--- config.mk ---
export PLATFORM = sky130hd
export DESIGN_NAME = band_peak_detector_flat
export DESIGN_NICKNAME = d
export VERILOG_FILES = /design/src/rtl/band_pkg.sv /design/src/rtl/band_peak_detector_if.sv /design/src/rtl/detect_hysteresis.sv /design/src/rtl/band_peak_detector.sv /design/src/flat_wrapper.sv
export SDC_FILE = /design/constraint.sdc
export NUM_CORES = 1
export LEC_CHECK = 0
export CAP_MARGIN = 20
export CORE_MARGIN = 2
export CORE_UTILIZATION = 45
export CTS_CLUSTER_SIZE = 16
export DETAILED_ROUTE_END_ITERATION = 6
export GPL_ROUTABILITY_DRIVEN = 0
export PLACE_DENSITY = 0.71
export SYNTH_ARGS = -nofsm -noshare
export SYNTH_HDL_FRONTEND = slang
export SYNTH_SLANG_ARGS = --single-unit
--- constraint.sdc ---
create_clock -name clk -period 31.8 [get_ports clk]
set_input_delay 4.77 -clock clk [delete_from_list [all_inputs] [get_ports clk]]
set_output_delay 4.77 -clock clk [all_outputs]
set_load 0.02 [all_outputs]
--- src/rtl/band_pkg.sv ---
// Shared constants and types for the band peak detector.
//   NUM_BANDS / IDX_W : band count and index width
//   DEF_DW / DEF_SW   : default band-energy and total-sum widths
//   state_e           : scan FSM states
package band_pkg;

  localparam int unsigned NUM_BANDS = 13;
  localparam int unsigned IDX_W     = 4;
  localparam int unsigned DEF_DW    = 31;
  localparam int unsigned DEF_SW    = 35;  // DEF_DW + 4 covers 13 bands without overflow

  typedef enum logic [1:0] {
    IDLE,
    SCAN,
    DECIDE
  } state_e;

endpackage

--- src/rtl/band_peak_detector_if.sv ---
// Frame input / result bundle of the band peak detector.
//   master : frame producer (drives in_en, din), observes results
//   slave  : detector (consumes in_en, din), drives out_en and result fields
interface band_peak_detector_if
  import band_pkg::*;
#(
  parameter int unsigned DW = DEF_DW,
  parameter int unsigned SW = DEF_SW
) ();

  logic             in_en;
  logic [DW-1:0]    din [NUM_BANDS];
  logic             out_en;
  logic [IDX_W-1:0] peak_idx;
  logic [DW-1:0]    peak_val;
  logic [SW-1:0]    total;
  logic             frame_hit;
  logic             detect;
  logic             overrun;

  modport master (
    output in_en, din,
    input  out_en, peak_idx, peak_val, total, frame_hit, detect, overrun
  );

  modport slave (
    input  in_en, din,
    output out_en, peak_idx, peak_val, total, frame_hit, detect, overrun
  );

endinterface

--- src/rtl/detect_hysteresis.sv ---
// Hit/miss hysteresis filter.
//   clk, rst : clock, synchronous active-high reset
//   upd      : one-cycle strobe, a new frame classification is present
//   hit      : classification of that frame
//   detect   : set after HIT_FRAMES consecutive hits, cleared after MISS_FRAMES consecutive misses
module detect_hysteresis #(
  parameter int unsigned HIT_FRAMES  = 3,
  parameter int unsigned MISS_FRAMES = 2
) (
  input  logic clk,
  input  logic rst,
  input  logic upd,
  input  logic hit,
  output logic detect
);

  localparam int unsigned HW = $clog2(HIT_FRAMES + 1);
  localparam int unsigned MW = $clog2(MISS_FRAMES + 1);

  logic [HW-1:0] hit_cnt_q;
  logic [MW-1:0] miss_cnt_q;
  logic          detect_q;

  always_ff @(posedge clk) begin
    if (rst) begin
      hit_cnt_q  <= '0;
      miss_cnt_q <= '0;
      detect_q   <= 1'b0;
    end else if (upd) begin
      if (hit) begin
        miss_cnt_q <= '0;
        if (hit_cnt_q != HW'(HIT_FRAMES)) hit_cnt_q <= hit_cnt_q + 1'b1;
        // Count reaches the threshold on this frame (or is already saturated there).
        if (hit_cnt_q >= HW'(HIT_FRAMES - 1)) detect_q <= 1'b1;
      end else begin
        hit_cnt_q <= '0;
        if (miss_cnt_q != MW'(MISS_FRAMES)) miss_cnt_q <= miss_cnt_q + 1'b1;
        if (miss_cnt_q >= MW'(MISS_FRAMES - 1)) detect_q <= 1'b0;
      end
    end
  end

  assign detect = detect_q;

endmodule

--- src/rtl/band_peak_detector.sv ---
// Serial peak/total scanner over the 13 band energies of a frame, with
// spectral-dominance classification and hit/miss hysteresis.
//   clk, rst : clock, synchronous active-high reset
//   bus      : slave side of band_peak_detector_if (in_en/din in, results out)
// A frame accepted at edge E0 produces out_en in the cycle after edge E0+14.
// Frames offered while SCAN/DECIDE are busy are dropped and latch overrun.
module band_peak_detector
  import band_pkg::*;
#(
  parameter int unsigned DW          = DEF_DW,
  parameter int unsigned SW          = DEF_SW,
  parameter int unsigned BAND_LO     = 3,
  parameter int unsigned BAND_HI     = 9,
  parameter int unsigned RATIO_SHIFT = 2,
  parameter int unsigned MIN_ENERGY  = 1000,
  parameter int unsigned HIT_FRAMES  = 3,
  parameter int unsigned MISS_FRAMES = 2
) (
  input logic               clk,
  input logic               rst,
  band_peak_detector_if.slave bus
);

  localparam int unsigned CW = SW + RATIO_SHIFT;

  state_e           state_q;
  logic [DW-1:0]    band_buf_q [NUM_BANDS];
  logic [IDX_W-1:0] idx_q;
  logic [DW-1:0]    run_max_q;
  logic [IDX_W-1:0] run_idx_q;
  logic [SW-1:0]    run_sum_q;

  logic             out_en_q;
  logic [IDX_W-1:0] peak_idx_q;
  logic [DW-1:0]    peak_val_q;
  logic [SW-1:0]    total_q;
  logic             frame_hit_q;
  logic             overrun_q;

  logic [DW-1:0]    cur_band;
  logic [CW-1:0]    peak_scaled;
  logic [CW-1:0]    sum_ext;
  logic             hit_c;
  logic             detect;

  // Buffer only loads on an accepted frame, so it needs no reset.
  always_ff @(posedge clk) begin
    if (state_q == IDLE && bus.in_en) band_buf_q <= bus.din;
  end

  assign cur_band = band_buf_q[idx_q];

  // Dominance compare is done at SW+RATIO_SHIFT bits so the shifted peak never truncates.
  assign peak_scaled = CW'(run_max_q) << RATIO_SHIFT;
  assign sum_ext     = CW'(run_sum_q);
  assign hit_c       = (run_idx_q >= IDX_W'(BAND_LO)) && (run_idx_q <= IDX_W'(BAND_HI)) &&
                       (run_max_q >= DW'(MIN_ENERGY)) && (peak_scaled >= sum_ext);

  always_ff @(posedge clk) begin
    if (rst) begin
      state_q     <= IDLE;
      idx_q       <= '0;
      run_max_q   <= '0;
      run_idx_q   <= '0;
      run_sum_q   <= '0;
      out_en_q    <= 1'b0;
      peak_idx_q  <= '0;
      peak_val_q  <= '0;
      total_q     <= '0;
      frame_hit_q <= 1'b0;
      overrun_q   <= 1'b0;
    end else begin
      out_en_q <= 1'b0;
      unique case (state_q)
        IDLE: begin
          if (bus.in_en) begin
            idx_q     <= '0;
            run_max_q <= '0;
            run_idx_q <= '0;
            run_sum_q <= '0;
            state_q   <= SCAN;
          end
        end
        SCAN: begin
          run_sum_q <= run_sum_q + SW'(cur_band);
          // Strict compare keeps the lowest index on ties.
          if (cur_band > run_max_q) begin
            run_max_q <= cur_band;
            run_idx_q <= idx_q;
          end
          if (idx_q == IDX_W'(NUM_BANDS - 1)) state_q <= DECIDE;
          else                                 idx_q   <= idx_q + 1'b1;
        end
        DECIDE: begin
          peak_idx_q  <= run_idx_q;
          peak_val_q  <= run_max_q;
          total_q     <= run_sum_q;
          frame_hit_q <= hit_c;
          out_en_q    <= 1'b1;
          state_q     <= IDLE;
        end
        default: state_q <= IDLE;
      endcase
      if (bus.in_en && state_q != IDLE) overrun_q <= 1'b1;
    end
  end

  detect_hysteresis #(
    .HIT_FRAMES (HIT_FRAMES),
    .MISS_FRAMES(MISS_FRAMES)
  ) u_hyst (
    .clk   (clk),
    .rst   (rst),
    .upd   (state_q == DECIDE),
    .hit   (hit_c),
    .detect(detect)
  );

  assign bus.out_en    = out_en_q;
  assign bus.peak_idx  = peak_idx_q;
  assign bus.peak_val  = peak_val_q;
  assign bus.total     = total_q;
  assign bus.frame_hit = frame_hit_q;
  assign bus.detect    = detect;
  assign bus.overrun   = overrun_q;

endmodule

--- src/flat_wrapper.sv ---
// flat-port wrapper written by rule: the top's interface ports become plain ports
module band_peak_detector_flat import band_pkg::*;
#(
  parameter int unsigned DW          = DEF_DW,
  parameter int unsigned SW          = DEF_SW,
  parameter int unsigned BAND_LO     = 3,
  parameter int unsigned BAND_HI     = 9,
  parameter int unsigned RATIO_SHIFT = 2,
  parameter int unsigned MIN_ENERGY  = 1000,
  parameter int unsigned HIT_FRAMES  = 3,
  parameter int unsigned MISS_FRAMES = 2
)
  (clk, rst, bus_in_en, bus_din, bus_out_en, bus_peak_idx, bus_peak_val, bus_total, bus_frame_hit, bus_detect, bus_overrun);
  band_peak_detector_if #(.DW(DW), .SW(SW)) bus_i ();
  input logic clk;
  input logic rst;
  input wire logic [$bits(bus_i.in_en)-1:0] bus_in_en;
  input wire logic [$bits(bus_i.din)-1:0] bus_din;
  output wire logic [$bits(bus_i.out_en)-1:0] bus_out_en;
  output wire logic [$bits(bus_i.peak_idx)-1:0] bus_peak_idx;
  output wire logic [$bits(bus_i.peak_val)-1:0] bus_peak_val;
  output wire logic [$bits(bus_i.total)-1:0] bus_total;
  output wire logic [$bits(bus_i.frame_hit)-1:0] bus_frame_hit;
  output wire logic [$bits(bus_i.detect)-1:0] bus_detect;
  output wire logic [$bits(bus_i.overrun)-1:0] bus_overrun;
  assign bus_i.in_en = bus_in_en;
  assign bus_i.din = {>>{bus_din}};
  assign bus_out_en = bus_i.out_en;
  assign bus_peak_idx = bus_i.peak_idx;
  assign bus_peak_val = bus_i.peak_val;
  assign bus_total = bus_i.total;
  assign bus_frame_hit = bus_i.frame_hit;
  assign bus_detect = bus_i.detect;
  assign bus_overrun = bus_i.overrun;
  band_peak_detector #(.DW(DW), .SW(SW), .BAND_LO(BAND_LO), .BAND_HI(BAND_HI), .RATIO_SHIFT(RATIO_SHIFT), .MIN_ENERGY(MIN_ENERGY), .HIT_FRAMES(HIT_FRAMES), .MISS_FRAMES(MISS_FRAMES)) u_core (.clk(clk), .rst(rst), .bus(bus_i));
endmodule
[Yosys cells after proc, flatten, opt, wreduce, memory -nomap -nowiden]
Index checks and enable logic that the tools add are counted.
Word-level totals
  flip-flop bits (word level): 557
  latch bits: 0
  memory bits (writable): 0
  memory bits (read-only): 0
  input port bits: 406
  output and inout bits: 74
  memories: 0
Cells by class
  $add $sub $neg: 4
  multiply operators: 0
  divide/modulo/power cells: 0
  order comparisons: 8
  equality and inequality tests: 11
  shift-type cells: 0
  mux-type cells: 24
  bitwise operators: 1
  reduce and logical (&&, ||, !) cells: 17
Operators with widths (count)
  31-bit binary-select mux with 4-bit select: 1
  31-bit 2-to-1 mux: 4
  35-bit one-hot mux with 2 select lines: 1
  31-bit one-hot mux with 2 select lines: 1
  35-bit by 31-bit adder with 35-bit output: 1
  33-bit by 35-bit >= comparator with 1-bit output: 1
  35-bit 2-to-1 mux: 1
  31-bit by 10-bit >= comparator with 1-bit output (second input constant): 1
  31-bit > comparator: 1
  4-bit one-hot mux with 2 select lines: 2
  2-bit 2-to-1 mux: 6
  4-bit 2-to-1 mux: 3
  2-bit inequality test (second input constant): 6
  3-bit AND reduction: 3
  2-bit AND reduction: 4
  2-bit nonzero test: 4
  5-bit >= comparator (second input constant): 1
  1-bit logical AND: 5
  4-bit inverter with 5-bit output: 1
  2-bit by 1-bit adder with 2-bit output (second input constant): 2
  4-bit by 1-bit adder with 4-bit output (second input constant): 1
  4-bit equality test (second input constant): 1
  4-bit by 2-bit >= comparator with 1-bit output (second input constant): 1
  4-bit <= comparator (second input constant): 1
  8 further kinds: 12

[Logic depth before layout (Yosys ltp)]
Gate-level depths: netlist (run 1).
  word-level depth: 7
  depth in mapped cells: 18
  depth with buffers taken out: 16

[By module]
From an unflattened synthesis (run 1), not the netlist that was laid out.
Second synthesis, totals
  cell total of the unflattened synthesis: 1789
  area, all modules: 24115.6 µm²
Modules (own cells, without submodules)
  band_peak_detector: times used 1, cells each 1758, area each 23820.3 µm²
  detect_hysteresis: times used 1, cells each 31, area each 295.3 µm²

[Worst setup path after synthesis (run 1)]
OpenSTA, ideal clock, no wires.
  path kind: input -> register
  start: input bus_in_en
  end: register u_core.band_buf_q[0] (netlist name) (enable)
  setup time: 0.925 ns
  data arrival time: 16.085 ns
  data required time: 30.875 ns
  slack: 14.791 ns
  stages: 3
  path buffers: 1
  cells stage by stage: nand2_1 > inv_1 > clkbuf_1
Between the ends
  longest elaborated chain between the ends: 1
Ends and longest elaborated chain
  start: declaration: line flat_wrapper.sv:17  | input wire logic [$bits(bus_i.in_en)-1:0] bus_in_en;
  1-bit logical AND: line band_peak_detector.sv:48  | if (state_q == IDLE && bus.in_en) band_buf_q <= bus.din;
  end signal: assignment: line band_peak_detector.sv:48
  end: declaration: line band_peak_detector.sv:27  | logic [DW-1:0] band_buf_q [NUM_BANDS];
No other way between the ends.
A chain may end at the register's enable or synchronous reset.

[Final worst setup path (run 1)]
  start: input bus_in_en
  end: register u_core.run_max_q[2]
Between the ends
  longest elaborated chain between the ends: 2
Ends and longest elaborated chain
  2-bit inequality test (no source line)
  3-bit AND reduction (no source line)
  end signal: assignment: line band_peak_detector.sv:88  | run_max_q <= cur_band;
  end: declaration: line band_peak_detector.sv:29  | logic [DW-1:0] run_max_q;
No other way between the ends.

==> results.py, run 1 <==
metrics = {
    "timing": {
        "slew_violations": 0,
        "finalCritPeriodShare_pct": 22.43,
        "hold_viol": 0,
        "rsz0062_at_grt": "false",
        "fmax_ghz": 0.1402,
        "setup_viol": 0,
        "relSlewSlack_pct": 20.86,
        "period_minus_slack_ns": 7.134,
        "clock_skew_ns": 0.03001,
        "worst_slew_pin_slew_ns": 1.187,
        "setup_tns_ns": 0,
    },
    "synth": {
        "synth_edf_count": 403,
        "synth_compound_area_share_pct": 9.021,
        "synthCells": 1795,
        "synth_top_family_by_area": "multiplexers",
        "syn_nets": 2301,
        "synth.distinct_cells": 63,
        "syn-mean-instance-area_um2": 13.36,
        "synth_seq_cells": 557,
        "synth.mux.area_fraction_pct": 10.24,
        "ys.flop_type": "edfxtp_1",
        "yosys_warnings": 0,
        "synthAdderAreaFrac_pct": 5.249,
        "yosysSeqAreaShare_pct": 63.32,
        "synthesis.area_um2": 23980,
        "synthSimpleGateAreaFrac_pct": 8.374,
        "async_flop_share_pct": 0,
        "synth-xor-area-share_pct": 0.9495,
    },
    "routing": {
        "via_per_inst": 5.492,
        "drtIter0Drc": 1445,
        "postRouteWirelength_um": 67940,
        "drt-pass1-iter-count": 5,
        "ant_nets": 0,
        "drc": 0,
        "avgRoutedWirePerCell_um": 22.64,
        "vias": 16480,
    },
    "setup_path": {
        "end_kind": "register",
        "required_ns": 32.28,
        "r2r_start": "u_core.idx_q[0]",
        "worstPathMaxFanout": 208,
        "cp-startpoint": "bus_in_en",
        "path_class": "input pin to register",
        "reg2regPathDepth": 18,
        "critPathLaunchType": "input pin",
        "cp_data_arrival_time_ns": 7.61,
    },
    "final_layout": {
        "drive_gt1_share_pct": 9.679,
        "syn_to_final_growth_pct": 31.14,
        "stdcell_area_um2": 31450,
        "final_nets": 2761,
        "instances_no_fill": 3001,
    },
    "power_and_ir_drop": {
        "max-vdd-ir-drop_mv": 0.04329,
        "power.density_nw_per_um2": 55.83,
        "p_leak_nw": 11.18,
        "finalPower_w": 0.001756,
    },
    "global_route": {
        "grt_max_degree": 209,
        "grt_pass1_vias": 16720,
        "grt_overflow_total": 0,
        "grt_pass1_wl_um": 101300,
        "track_usage_pct": 24.13,
        "antenna_found_initial": 20,
    },
    "placed_design": {
        "post_dp_cell_area_um2": 29420,
        "place_inst": 2881,
        "io_buffer_count": 479,
        "dpl.hpwl_um": 51170,
    },
    "cts": {
        "cts_setup_buffers": 0,
        "clk_latency_ns": 0.63,
        "h-tree-depth": 2,
        "clkTransAtPathRegs_ns": 0.06,
        "cts-root-buf": "clkbuf_16",
        "post_cts_resized": 0,
        "cts_sinks": 557,
        "cts_buffer_depth": 3,
        "cts_tree": "built",
        "cts_hold_buf": 0,
        "cts_buffers": 59,
    },
    "floorplan": {
        "core_um2": 52660,
        "die_y_um": 234.9,
        "start_util_pct": 45.54,
        "rows": 84,
        "fp.dieW_um": 234.9,
        "dieArea_um2": 55150,
        "ioPinCount": 480,
    },
    "outcome": {
        "outcome": "complete, no violations",
    },
    "min_path": {
        "min-delay-start": "u_core.bus.total[23]",
        "worstHoldPathType": "register to register",
        "holdPathStages": 2,
    },
    "job": {
        "cap_violations": 0,
    },
}
per-layer routing:
layer / global-route usage (%) / vias to the layer above / share of wire [%] / routed length [µm]
met3: 6.109 / 114 / 8.1 / 5509
met1: 30.53 / 8031 / 40 / 26960
met5: 0 / - / 0.17 / 117
met2: 41.34 / 633 / 50 / 34040
li1: - / 7685 / - / -
met4: 6.310 / 18 / 1.9 / 1316
through the flow:
stage / utilization [%] / setup WS [ns] / hold WS [ns]
final: 59.73 / 24.67 / 0.4550
after global routing: 59.71 / 24.38 / 0.4756
after CTS: 59.63 / 24.68 / 0.4581
after detailed placement: 55.87 / 24.03 / 0.4459
after global placement: 55.83 / 24.14 / 0.4440
after floorplan: - / 14.79 / 0.4457
where the power goes:
group	total (W)	switching, W	internal (W)
combinational	0.000217	0.000107	0.000110
clock	0.000695	0.000286	0.000409
sequential	0.000844	0.0000190	0.000825
cell usage in the layout (no fill, tap or decap), types with 5 or more instances in the layout:
| master | netlist | final |
|---|---|---|
| o21ai_0 | 42 | 42 |
| nor3_1 | 9 | 8 |
| xnor2_1 | 15 | 15 |
| o21bai_1 | 8 | 8 |
| a221oi_1 | 35 | 35 |
| clkinv_1 | 0 | 8 |
| inv_1 | 81 | 79 |
| ha_1 | 99 | 99 |
| nand2_1 | 243 | 243 |
| clkdlybuf4s50_1 | 0 | 478 |
| a31oi_1 | 33 | 33 |
| diode_2 | 0 | 9 |
| o31ai_1 | 5 | 5 |
| nand4_1 | 17 | 17 |
| nand2b_1 | 10 | 9 |
| a22oi_1 | 12 | 12 |
| nor4_1 | 7 | 7 |
| clkbuf_16 | 0 | 61 |
| bufinv_16 | 0 | 6 |
| a21o_1 | 36 | 36 |
| mux2i_1 | 30 | 30 |
| o211ai_1 | 6 | 6 |
| o21a_1 | 6 | 6 |
| clkinv_2 | 0 | 12 |
| nor2_1 | 125 | 125 |
| edfxtp_1 | 403 | 403 |
| nand3_1 | 20 | 19 |
| mux4_2 | 93 | 93 |
| buf_4 | 0 | 12 |
| nor2b_1 | 10 | 9 |
| dfxtp_1 | 154 | 151 |
| xor2_1 | 11 | 11 |
| a211oi_1 | 6 | 6 |
| clkbuf_1 | 73 | 12 |
| a21oi_1 | 126 | 126 |
cell type report:
class                   instances  area (µm²)
fillers                      4050       21210
flip-flops and latches        557       15190
multi-input cells            1062        8133
repair buffers                493        4942
clock buffers                  79        1628
well taps                     688       860.8
clock inverters                31       355.3
inverters                      82       315.3
diodes                          9       22.52
synthesized netlist by cell type (all sizes together) (6+ instances only):
cell / count / share of area (%)
a211oi: 6 / 0.19
a21o: 36 / 1.1
a21oi: 128 / 2.7
a221oi: 35 / 1.3
a22oi: 12 / 0.38
a31oi: 33 / 0.86
buf: 21 / 0.43
clkbuf: 73 / 1.1
dfxtp: 154 / 13
edfxtp: 403 / 50
ha: 99 / 5.2
inv: 82 / 1.3
mux2i: 30 / 1.3
mux4: 93 / 8.7
nand2: 243 / 3.8
nand2b: 10 / 0.26
nand3: 20 / 0.42
nand4: 17 / 0.44
nor2: 125 / 2.0
nor2b: 10 / 0.26
nor3: 9 / 0.19
nor4: 8 / 0.23
o211ai: 6 / 0.19
o21a: 6 / 0.19
o21ai: 46 / 0.96
o21bai: 8 / 0.25
xnor2: 15 / 0.55
xor2: 11 / 0.40
sequential cells by signal, indices dropped and copies added (netlist names):
register and cells:
u_core.bus.out_en 1, u_core.band_buf_q 403, u_core.state_q 2, u_core.run_max_q 31, u_core.bus.peak_idx 4, u_core.u_hyst.detect 1, u_core.u_hyst.hit_cnt_q 2, u_core.bus.frame_hit 1
u_core.idx_q 4, u_core.bus.overrun 1, u_core.run_idx_q 4, u_core.bus.total 35, u_core.bus.peak_val 31, u_core.u_hyst.miss_cnt_q 2, u_core.run_sum_q 35
worst max-delay path, cell delays in order:
cell	delay, ns
clkdlybuf4s50_1	0.52
nand2_1	0.27
inv_8	0.62
buf_12	0.71
nor2_1	0.11
mux2i_1	0.19
nor2_1	0.06
final timing paths:
kind / to / slack, ns
setup / recovery: u_core.run_max_q[2] / 24.67
hold / removal: u_core.bus.total[23] / 0.46
setup reg to reg: u_core.run_sum_q[34] / 25.29
hold reg to reg: u_core.bus.total[23] / 0.46
kinds of logic (layout without fill, tap and decap cells):
kind of cell,after synthesis,after routing
flip-flops,557,557
AND/OR/NAND/NOR,469,469
AO/OA/AOI/OAI,339,339
buffers and inverters,176,685
multiplexers,128,128
adder cells (fa/ha/maj),100,100
XOR/XNOR,26,26
other,0,9
Power figures use the tool's default switching activity.
==> inputs of run 2 (changes only) <==
Settings changed: PLACE_DENSITY 0.71 to 0.74.
Clock period 31.8 ns to 5.8 ns, I/O delays scaled along.
==> run 2 against run 1 <==
  * Sequential share of layout area rose by 0.17 points
  * Combinational power rose to 5.5 times the previous value
  * Flip-flop and latch count is the same
  * Register-to-register slack worse by 24 ns
  * Critical endpoint is now u_core.run_sum_q[32]
==> results.py, run 2 (synthesis gave the netlist of run 1 again) <==
metrics = {
    "outcome": {
        "outcome": "complete, no violations",
    },
    "setup_path": {
        "worstPathMaxFanout": 33,
        "cp_data_arrival_time_ns": 5.46,
        "path_class": "register to register",
        "path_cells": "buf_4 > mux4_2 > nand2_1 > a31o_2 > inv_1 > ha_1 > fa_1 > a211oi_1 > o21bai_1 > o211ai_1 > nand3_1 > a221oi_1 > o21ai_1 > a21oi_1 > or4_1 > a21oi_1",
        "end_kind": "register",
        "r2r_start": "u_core.idx_q[0]",
        "slowest_delay_ns": 0.77,
        "crit_buf_inv": 2,
        "path_delay_family": "compound AO/OA/AOI/OAI gates",
        "r2r_slack_ns": 0.81,
        "cpMaxStageDelayCell": "dfxtp_4",
        "critical_path_depth": 16,
        "crit_path_frequent_cell": "a21oi_1",
        "cp-startpoint": "u_core.idx_q[0]",
        "required_ns": 6.27,
        "endpoint": "u_core.run_sum_q[32]",
        "reg2regPathDepth": 16,
        "critPathLaunchType": "register",
        "rr_endpoint": "u_core.run_sum_q[32]",
    },
    "placed_design": {
        "post_dp_cell_area_um2": 29550,
        "io_buffer_count": 479,
        "dpl.hpwl_um": 51500,
    },
    "cts": {
        "post_cts_resized": 0,
        "cts-root-buf": "clkbuf_16",
        "cts_tree": "built",
        "cts_buffers": 56,
        "clk_latency_ns": 0.62,
        "cts_buffer_depth": 3,
        "cts_setup_buffers": 0,
        "h-tree-depth": 2,
        "cts_hold_buf": 0,
        "cts_sinks": 557,
        "clkTransAtPathRegs_ns": 0.06,
    },
    "timing": {
        "slew_violations": 0,
        "worst_slew_pin_slew_ns": 1.082,
        "finalCritPeriodShare_pct": 86.11,
        "fmax_ghz": 0.2002,
        "whs_ns": 0.4531,
        "period_minus_slack_ns": 4.994,
        "hold_viol": 0,
        "setup_tns_ns": 0,
        "relSlewSlack_pct": 27.59,
        "clock_skew_ns": 0.02496,
        "setup_viol": 0,
        "rsz0062_at_grt": "false",
    },
    "final_layout": {
        "drive_gt1_share_pct": 10.00,
        "final_nets": 2769,
        "final_core_util_pct": 59.52,
        "most-common-layout-cells": "478 x clkdlybuf4s50_1, 403 x edfxtp_1, 243 x nand2_1",
        "largest_reg_flops": 403,
        "syn_to_final_growth_pct": 30.69,
        "max_flop_register": "u_core.band_buf_q",
        "stdcell_area_um2": 31340,
        "final_common_cell": "clkdlybuf4s50_1",
    },
    "min_path": {
        "worstHoldPathType": "register to register",
    },
    "floorplan": {
        "die_y_um": 234.9,
        "fp.dieW_um": 234.9,
        "core_um2": 52660,
        "rows": 84,
        "dieArea_um2": 55150,
        "start_util_pct": 45.54,
        "ioPinCount": 480,
    },
    "routing": {
        "postRouteWirelength_um": 68200,
        "drc": 0,
        "drtIter0Drc": 1428,
        "ant_nets": 0,
        "avgRoutedWirePerCell_um": 22.70,
        "drt-pass1-iter-count": 5,
        "vias": 16770,
        "via_per_inst": 5.580,
    },
    "job": {
        "cap_violations": 0,
    },
    "global_route": {
        "grt_pass1_wl_um": 102600,
        "grt_overflow_total": 0,
        "grt_max_degree": 144,
        "antenna_found_initial": 21,
        "grt_pass1_vias": 16850,
        "track_usage_pct": 24.39,
    },
    "power_and_ir_drop": {
        "power.density_nw_per_um2": 296.6,
        "max-vdd-ir-drop_mv": 0.2507,
        "p_leak_nw": 11.12,
    },
}
-- run 2: cell types whose count changed in the layout (fill, tap and decap cells not counted), moves of 2 or more --
cell | before | now
clkinvlp_4 | 1 | 8
diode_2 | 9 | 7
clkbuf_8 | 3 | 1
clkbuf_1 | 12 | 7
bufinv_16 | 6 | 2
clkinv_2 | 12 | 14
buf_12 | 2 | 5
clkbuf_2 | 3 | 0
clkbuf_16 | 61 | 57
clkinv_1 | 8 | 12
buf_4 | 12 | 21
-- run 2: power by group --
part           total (W)  internal (W)  switching (W)
Sequential       0.00464       0.00452       0.000117
Combinational    0.00119      0.000607       0.000580
Clock            0.00347       0.00192        0.00156
Total            0.00930       0.00704        0.00226
-- run 2: final cells by class --
cell class                      count  area, µm²
Inverter                           82      315.3
Timing Repair Buffer              504       5042
Clock inverter                     40      310.3
Clock buffer                       65       1466
Sequential cell                   557      15190
Fill cell                        4011      21310
Antenna cell                        7      17.52
Tap cell                          688      860.8
Multi-Input combinational cell   1062       8135
-- run 2: how the worst min path moves through the flow --
stage / endpoint / start / depth (start not counted) / slack (ns)
floorplan: u_core.bus.peak_idx[0] / u_core.run_idx_q[0] / 2 / 0.45
global placement: u_core.bus.peak_idx[0] / u_core.bus.peak_idx[0] / 2 / 0.44
detailed placement: u_core.bus.peak_val[15] / u_core.bus.peak_val[15] / 2 / 0.45
CTS: u_core.bus.peak_val[15] / u_core.bus.peak_val[15] / 2 / 0.46
global route: u_core.bus.total[26] / u_core.bus.total[26] / 2 / 0.47
finish: u_core.bus.peak_val[5] / u_core.bus.peak_val[5] / 2 / 0.45
-- run 2: layer usage --
layer	global-route usage [%]	part of all wire [%]	vias to the layer above
met5	0	0.17	-
li1	-	-	7701
met1	31.56	40	8162
met2	40.93	50	752
met3	5.545	8.2	134
met4	7.518	2.6	20
-- run 2: worst reg2reg max path, stage by stage (launching register included) --
cell	delay, ns
dfxtp_4	0.77
buf_4	0.44
mux4_2	0.53
nand2_1	0.08
a31o_2	0.23
inv_1	0.08
ha_1	0.21
fa_1	0.43
a211oi_1	0.35
o21bai_1	0.17
o211ai_1	0.24
nand3_1	0.18
a221oi_1	0.48
o21ai_1	0.18
a21oi_1	0.29
or4_1	0.16
a21oi_1	0.07
-- run 2: metrics by stage --
stage                     power, W  setup WS, ns  cells
after CTS                 0.009349        0.8161   2998
after global routing      0.009625        0.4594   3004
after floorplan           0.005360         1.255   1795
after global placement    0.005858        0.9335   2893
after detailed placement  0.005896        0.8685   2893
final                     0.009297        0.8056   3005
==> inputs of run 3 (changes only) <==
Settings changed: HOLD_SLACK_MARGIN set to 0.06.
==> results of run 3 <==
Final layout, timing and power as in run 2 (identical DEF).
